==> src/rtl/cblock_cfg_param_if.sv <==
// ============================================================================
// Module  : cblock_cfg_param_if
// Brief   : Configuration load handshake bundle for cblock_cfg_param.
// Rev     : 1.0  initial release
// ============================================================================
`default_nettype none

interface cblock_cfg_param_if #(
  parameter int CFG_WORD = 8
) ();
  logic                cfg_start;
  logic                cfg_abort;
  logic                cfg_valid;
  logic [CFG_WORD-1:0] cfg_data;
  logic                cfg_ready;
  logic                cfg_busy;
  logic                cfg_done;
  logic                cfg_err;

  modport master (
    output cfg_start, cfg_abort, cfg_valid, cfg_data,
    input  cfg_ready, cfg_busy, cfg_done, cfg_err
  );

  modport slave (
    input  cfg_start, cfg_abort, cfg_valid, cfg_data,
    output cfg_ready, cfg_busy, cfg_done, cfg_err
  );
endinterface

`default_nettype wire

==> src/rtl/cblock_cfg_param.sv <==
// ============================================================================
// Module  : cblock_cfg_param
// Brief   : Connection block, W tracks to one pin column, shadow/active config.
// Rev     : 1.0  initial release
// ============================================================================
`default_nettype none

module cblock_cfg_param #(
  parameter int W        = 3,
  parameter int CFG_WORD = 8
) (
  input  wire logic         clk,
  input  wire logic         rst_n,
  cblock_cfg_param_if.slave cfg,
  input  wire logic [W-1:0] left_i,
  output logic      [W-1:0] right_o,
  input  wire logic         up_i,
  input  wire logic         down_i,
  output logic              up_o,
  output logic              up_oe,
  output logic              down_o,
  output logic              down_oe
);

  localparam int SW       = $clog2(W + 2);
  localparam int CFG_BITS = 2 * SW + 2 * W;
  localparam int NWORDS   = (CFG_BITS + CFG_WORD - 1) / CFG_WORD;
  localparam int CW       = $clog2(NWORDS + 1);
  localparam logic [CW-1:0] C_LAST = CW'(NWORDS - 1);

  typedef enum logic [1:0] {
    S_IDLE   = 2'd0,
    S_LOAD   = 2'd1,
    S_COMMIT = 2'd2
  } state_e;

  state_e              state_q;
  logic [CW-1:0]       word_cnt_q;
  logic [CFG_BITS-1:0] shadow_q;
  logic [CFG_BITS-1:0] active_q;
  logic                ready_q;
  logic                busy_q;
  logic                done_q;
  logic                err_q;

  logic [SW-1:0] w_sh_up_sel;
  logic [SW-1:0] w_sh_dn_sel;
  logic          w_sh_legal;
  logic [SW-1:0] w_up_sel;
  logic [SW-1:0] w_dn_sel;

  assign w_sh_up_sel = shadow_q[SW-1:0];
  assign w_sh_dn_sel = shadow_q[2*SW-1:SW];
  assign w_sh_legal  = (int'(w_sh_up_sel) <= W + 1) && (int'(w_sh_dn_sel) <= W + 1);

  assign cfg.cfg_ready = ready_q;
  assign cfg.cfg_busy  = busy_q;
  assign cfg.cfg_done  = done_q;
  assign cfg.cfg_err   = err_q;

  always_ff @(posedge clk or negedge rst_n) begin
    if (!rst_n) begin
      state_q    <= S_IDLE;
      word_cnt_q <= '0;
      shadow_q   <= '0;
      active_q   <= '0;
      ready_q    <= 1'b0;
      busy_q     <= 1'b0;
      done_q     <= 1'b0;
      err_q      <= 1'b0;
    end else begin
      done_q <= 1'b0;
      err_q  <= 1'b0;
      case (state_q)
        S_IDLE: begin
          if (cfg.cfg_start) begin
            state_q    <= S_LOAD;
            word_cnt_q <= '0;
            ready_q    <= 1'b1;
            busy_q     <= 1'b1;
          end
        end
        S_LOAD: begin
          // Abort wins over a word offered in the same cycle.
          if (cfg.cfg_abort) begin
            state_q    <= S_IDLE;
            word_cnt_q <= '0;
            shadow_q   <= '0;
            ready_q    <= 1'b0;
            busy_q     <= 1'b0;
          end else if (cfg.cfg_valid) begin
            for (int b = 0; b < CFG_BITS; b++) begin
              if (word_cnt_q == CW'(b / CFG_WORD)) begin
                shadow_q[b] <= cfg.cfg_data[b % CFG_WORD];
              end
            end
            if (word_cnt_q == C_LAST) begin
              state_q <= S_COMMIT;
              ready_q <= 1'b0;
            end else begin
              word_cnt_q <= word_cnt_q + 1'b1;
            end
          end
        end
        S_COMMIT: begin
          if (w_sh_legal) begin
            active_q <= shadow_q;
            done_q   <= 1'b1;
          end else begin
            err_q <= 1'b1;
          end
          state_q    <= S_IDLE;
          word_cnt_q <= '0;
          busy_q     <= 1'b0;
        end
        default: begin
          state_q <= S_IDLE;
          ready_q <= 1'b0;
          busy_q  <= 1'b0;
        end
      endcase
    end
  end

  assign w_up_sel = active_q[SW-1:0];
  assign w_dn_sel = active_q[2*SW-1:SW];

  // Selector 0 disables the driver, 1..W taps a track, W+1 passes the opposite vertical.
  always_comb begin
    up_oe   = (w_up_sel != '0);
    down_oe = (w_dn_sel != '0);
    up_o    = 1'b0;
    down_o  = 1'b0;
    for (int k = 1; k <= W; k++) begin
      if (int'(w_up_sel) == k) up_o   = left_i[k-1];
      if (int'(w_dn_sel) == k) down_o = left_i[k-1];
    end
    if (int'(w_up_sel) == W + 1) up_o   = down_i;
    if (int'(w_dn_sel) == W + 1) down_o = up_i;
  end

  generate
    for (genvar i = 0; i < W; i++) begin : g_right
      logic [1:0] w_rsel;
      assign w_rsel     = active_q[2*SW+2*i +: 2];
      assign right_o[i] = (w_rsel == 2'b01) ? up_i   :
                          (w_rsel == 2'b10) ? down_i : left_i[i];
    end
  endgenerate

endmodule

`default_nettype wire

==> src/flat_wrapper.sv <==
// flat-port wrapper written by rule: the top's interface ports become plain ports
module cblock_cfg_param_flat 
#(
  parameter int W        = 3,
  parameter int CFG_WORD = 8
)
  (clk, rst_n, left_i, right_o, up_i, down_i, up_o, up_oe, down_o, down_oe, cfg_cfg_start, cfg_cfg_abort, cfg_cfg_valid, cfg_cfg_data, cfg_cfg_ready, cfg_cfg_busy, cfg_cfg_done, cfg_cfg_err);
  cblock_cfg_param_if #(.CFG_WORD(CFG_WORD)) cfg_i ();
  input  wire logic clk;
  input  wire logic rst_n;
  input  wire logic [W-1:0] left_i;
  output logic      [W-1:0] right_o;
  input  wire logic up_i;
  input  wire logic down_i;
  output logic up_o;
  output logic up_oe;
  output logic down_o;
  output logic down_oe;
  input wire logic [$bits(cfg_i.cfg_start)-1:0] cfg_cfg_start;
  input wire logic [$bits(cfg_i.cfg_abort)-1:0] cfg_cfg_abort;
  input wire logic [$bits(cfg_i.cfg_valid)-1:0] cfg_cfg_valid;
  input wire logic [$bits(cfg_i.cfg_data)-1:0] cfg_cfg_data;
  output wire logic [$bits(cfg_i.cfg_ready)-1:0] cfg_cfg_ready;
  output wire logic [$bits(cfg_i.cfg_busy)-1:0] cfg_cfg_busy;
  output wire logic [$bits(cfg_i.cfg_done)-1:0] cfg_cfg_done;
  output wire logic [$bits(cfg_i.cfg_err)-1:0] cfg_cfg_err;
  assign cfg_i.cfg_start = cfg_cfg_start;
  assign cfg_i.cfg_abort = cfg_cfg_abort;
  assign cfg_i.cfg_valid = cfg_cfg_valid;
  assign cfg_i.cfg_data = cfg_cfg_data;
  assign cfg_cfg_ready = cfg_i.cfg_ready;
  assign cfg_cfg_busy = cfg_i.cfg_busy;
  assign cfg_cfg_done = cfg_i.cfg_done;
  assign cfg_cfg_err = cfg_i.cfg_err;
  cblock_cfg_param #(.W(W), .CFG_WORD(CFG_WORD)) u_core (.clk(clk), .rst_n(rst_n), .cfg(cfg_i), .left_i(left_i), .right_o(right_o), .up_i(up_i), .down_i(down_i), .up_o(up_o), .up_oe(up_oe), .down_o(down_o), .down_oe(down_oe));
endmodule
==> config.mk <==
export PLATFORM = sky130hd
export DESIGN_NAME = cblock_cfg_param_flat
export DESIGN_NICKNAME = d
export VERILOG_FILES = /design/src/rtl/cblock_cfg_param_if.sv /design/src/rtl/cblock_cfg_param.sv /design/src/flat_wrapper.sv
export SDC_FILE = /design/constraint.sdc
export NUM_CORES = 1
export LEC_CHECK = 0
export ABC_AREA = 0
export BUFFER_PORTS_ARGS = -buffer_cell sky130_fd_sc_hd__clkbuf_2
export CORE_MARGIN = 4
export CORE_UTILIZATION = 50
export CTS_BUF_LIST = sky130_fd_sc_hd__clkbuf_2
export DETAILED_ROUTE_END_ITERATION = 8
export PLACE_DENSITY = 0.73
export RECOVER_POWER = 25
export SYNTH_ARGS = -nofsm -noshare
export SYNTH_HDL_FRONTEND = slang
export SYNTH_SLANG_ARGS = --single-unit
==> constraint.sdc <==
create_clock -name clk -period 2.6 [get_ports clk]
set_input_delay 0.52 -clock clk [delete_from_list [all_inputs] [get_ports clk]]
set_output_delay 0.52 -clock clk [all_outputs]
set_load 0.005 [all_outputs]
==> flow_summary_export.csv <==
group,metric,value,unit
outcome,run_status,"finished, violations left",
outcome,violations,"max-capacitance violations, max-slew violations",
sta,drv_slew,33,
clocking,cts_setup_buffers,0,
critical_path,critPathKind,"reg2out",
floorplan,fp-row-count,20,
place,post-place-cells,213,
detailed_routing,drtIter0Drc,20,
clocking,cts.sinks,32,
detailed_routing,drt_wl_total,3080,um
power,peakVddDrop,0.000444,V
detailed_routing,vias_per_cell,5.43,
logic_synthesis,synthDominantCellAreaShare,49.5,%
sta,fin_worst_skew,14.5,ps
logic_synthesis,syn_nets,163,
critical_path,cp-start-kind,"flip-flop",
logic_synthesis,async_flop_share,100,%
cells_and_area,final_layout_size_suffix_gt1_share,32.8,%
detailed_routing,post_drt_wl_per_cell,13.9,um
logic_synthesis,ys_seq_area_share,49.5,%
clocking,cts-root-buf,"clkbuf_2",
sta,rsz0062_at_grt,"no",
place,place_area,1800,um2
power,powerDensity,830,nW/um2
logic_synthesis,ys.flop_type,"dfrtp_1",
clocking,cts_tree,"yes",
logic_synthesis,synth_cell_types,35,
run,drv_cap,1,
power,p_total,1.55,mW
floorplan,die_x,64.9,um
sta,setup_viol,0,
logic_synthesis,post_synth_inst_count,143,
place,place_congestion,0.716,
detailed_routing,ant_nets,0,
critical_path,path_cells,"mux2i_1 > nor2_1 > mux2_2 > clkbuf_2",
critical_path,critPathCaptureType,"primary output",
clocking,cts_hold_buf,0,
sta,final_period_minus_worst_setup_slack,1990,ps
cells_and_area,layout.nets,196,
sta,tns,0,ps
global_route,grt-ovfl-total,0,
critical_path,critPathTopFamily,"flip-flops",
detailed_routing,vias,1199,
sta,fmax,0.502,GHz
sta,finalHoldViolCount,0,
sta,timing.final.crit_share,76.6,%
logic_synthesis,postSynthAreaPerCell,11.3,um2
critical_path,required,2080,ps
logic_synthesis,synth-edff-count,0,
detailed_routing,first_pass_iters,4,
global_route,antenna_found_initial,0,
sta,holdWs,365,ps
logic_synthesis,netlist_area,1620,um2
cells_and_area,postLayoutCellArea,1870,um2
place,post-place-ws,860,ps
critical_path,slowest_stage,"dfrtp_1",
floorplan,pin_count,29,
floorplan,dieArea,4210,um2
clocking,numCtsBuffers,5,
clocking,cts_resized,0,
logic_synthesis,synth.area.top_cells,"dfrtp_1 (49%), mux2_2 (11%), mux2i_1 (3.7%)",
critical_path,crit_fanout,5,
logic_synthesis,synth-seq-cells,32,
global_route,grtUsageTotal,16.0,%
cells_and_area,diodes,0,
cells_and_area,area_growth,15.3,%
clocking,cts_buffer_depth,2,
clocking,ctsHtreeMaxLevel,2,
place,dp_hpwl,2410,um
hold_path,hp-class,"in2reg",
cells_and_area,finish.utilization,60.6,%
sta,worst_slew_pin_slew,1640,ps
critical_path,cp_data_arrival_time,1470,ps
clocking,clk-insertion-delay-late,370,ps
detailed_routing,drcViolationCount,0,
power,p_leak,0.898,nW
cells_and_area,final_cells,221,
sta,max-slew-margin-rel,-9.11,%
floorplan,core-area,3080,um2
critical_path,crit_buf_inv,1,
global_route,grt_pass1_vias,1210,
critical_path,max_stage_delay,470,ps
floorplan,initial_core_util,52.6,%
global_route,grt_start_max_net_pins,33,
place,io_buffer_count,28,
logic_synthesis,synth.largest_area_cell,"dfrtp_1",
clocking,clk_pin_slew,140,ps
logic_synthesis,yosys_warnings,0,
sta,worst_slack,609,ps
floorplan,die_h,64.9,um
global_route,grt_pass1_wl,5180,um
==> flip-flops by register name, summed over array words and instances (netlist names) <==
| signal | cells |
|---|---|
| u_core.active_q | 12 |
| u_core.cfg.cfg_busy | 1 |
| u_core.cfg.cfg_done | 1 |
| u_core.cfg.cfg_err | 1 |
| u_core.cfg.cfg_ready | 1 |
| u_core.shadow_q | 12 |
| u_core.state_q | 2 |
| u_core.word_cnt_q | 2 |
==> path summary, 6_finish.rpt <==
kind                       cells after the start                from                   end  slack (ps)
min                                            3     cfg_cfg_data[6]    u_core.shadow_q[6]         360
min reg2reg                                    1  u_core.shadow_q[7]    u_core.active_q[7]         530
min in group asynchronous                      1               rst_n    u_core.shadow_q[8]         540
max in group asynchronous                      1               rst_n  u_core.word_cnt_q[0]        1110
max reg2reg                                    3   u_core.state_q[1]    u_core.shadow_q[2]         890
max                                            4  u_core.active_q[3]                down_o         610
==> report_power, final <==
part           total, mW  internal, mW  switching, mW  leakage [nW]
Sequential         0.772         0.624          0.149         0.419
Combinational      0.452         0.261          0.191         0.436
Clock              0.324         0.166          0.158        0.0430
Total               1.55          1.05          0.497         0.898
==> final cells by class <==
cell class | count | area [um2]
clock buffer | 6 | 30.0
clock inverter | 2 | 35.0
fill | 278 | 1210
inverter | 8 | 30.0
multi-input combinational | 101 | 776
sequential | 32 | 801
tap | 44 | 55.1
timing repair buffer | 28 | 139
==> Yosys cell counts (3+ instances only) <==
cell type	count
o41ai_1	4
a21oi_1	9
dfrtp_1	32
inv_1	8
mux2i_1	6
nand2_1	3
nand2b_1	3
nor2_1	9
nor2b_1	9
o21bai_1	3
o21ai_0	7
mux2_2	16
a211oi_1	3
==> metal layers <==
metal	up-vias	global-route usage [%]	part of all wire, %
met5	-	0	0
met3	3	5.20	5.1
met2	26	27.6	51
met1	580	19.0	43
li1	590	-	-
met4	0	4.49	0.91
==> worst min-delay path, delay by kind of cell <==
kind | cells | cell delay (ps)
buffers and inverters | 2 | 120
AO/OA/AOI/OAI | 1 | 60
==> cells in the final DEF (no fill, tap or decap), types with 3 or more instances in the layout <==
cell type,synthesis,layout
nand2b_1,3,3
clkbuf_2,0,33
dfrtp_1,32,32
mux2_2,16,16
o21bai_1,3,3
a21oi_1,9,9
nand2_1,3,3
nor2b_1,9,9
o21ai_0,7,7
nor2_1,9,9
inv_1,8,8
o41ai_1,4,4
a211oi_1,3,3
mux2i_1,6,6
==> cells by family after synthesis <==
group,after synthesis,synth area share (%)
buffers and inverters,10,2.55
multiplexers,22,14.8
flip-flops,32,49.5
AND/OR/NAND/NOR,37,13.6
AO/OA/AOI/OAI,40,17.9
adder cells (fa/ha/maj),2,1.55
(Power assumes the default switching activity.)
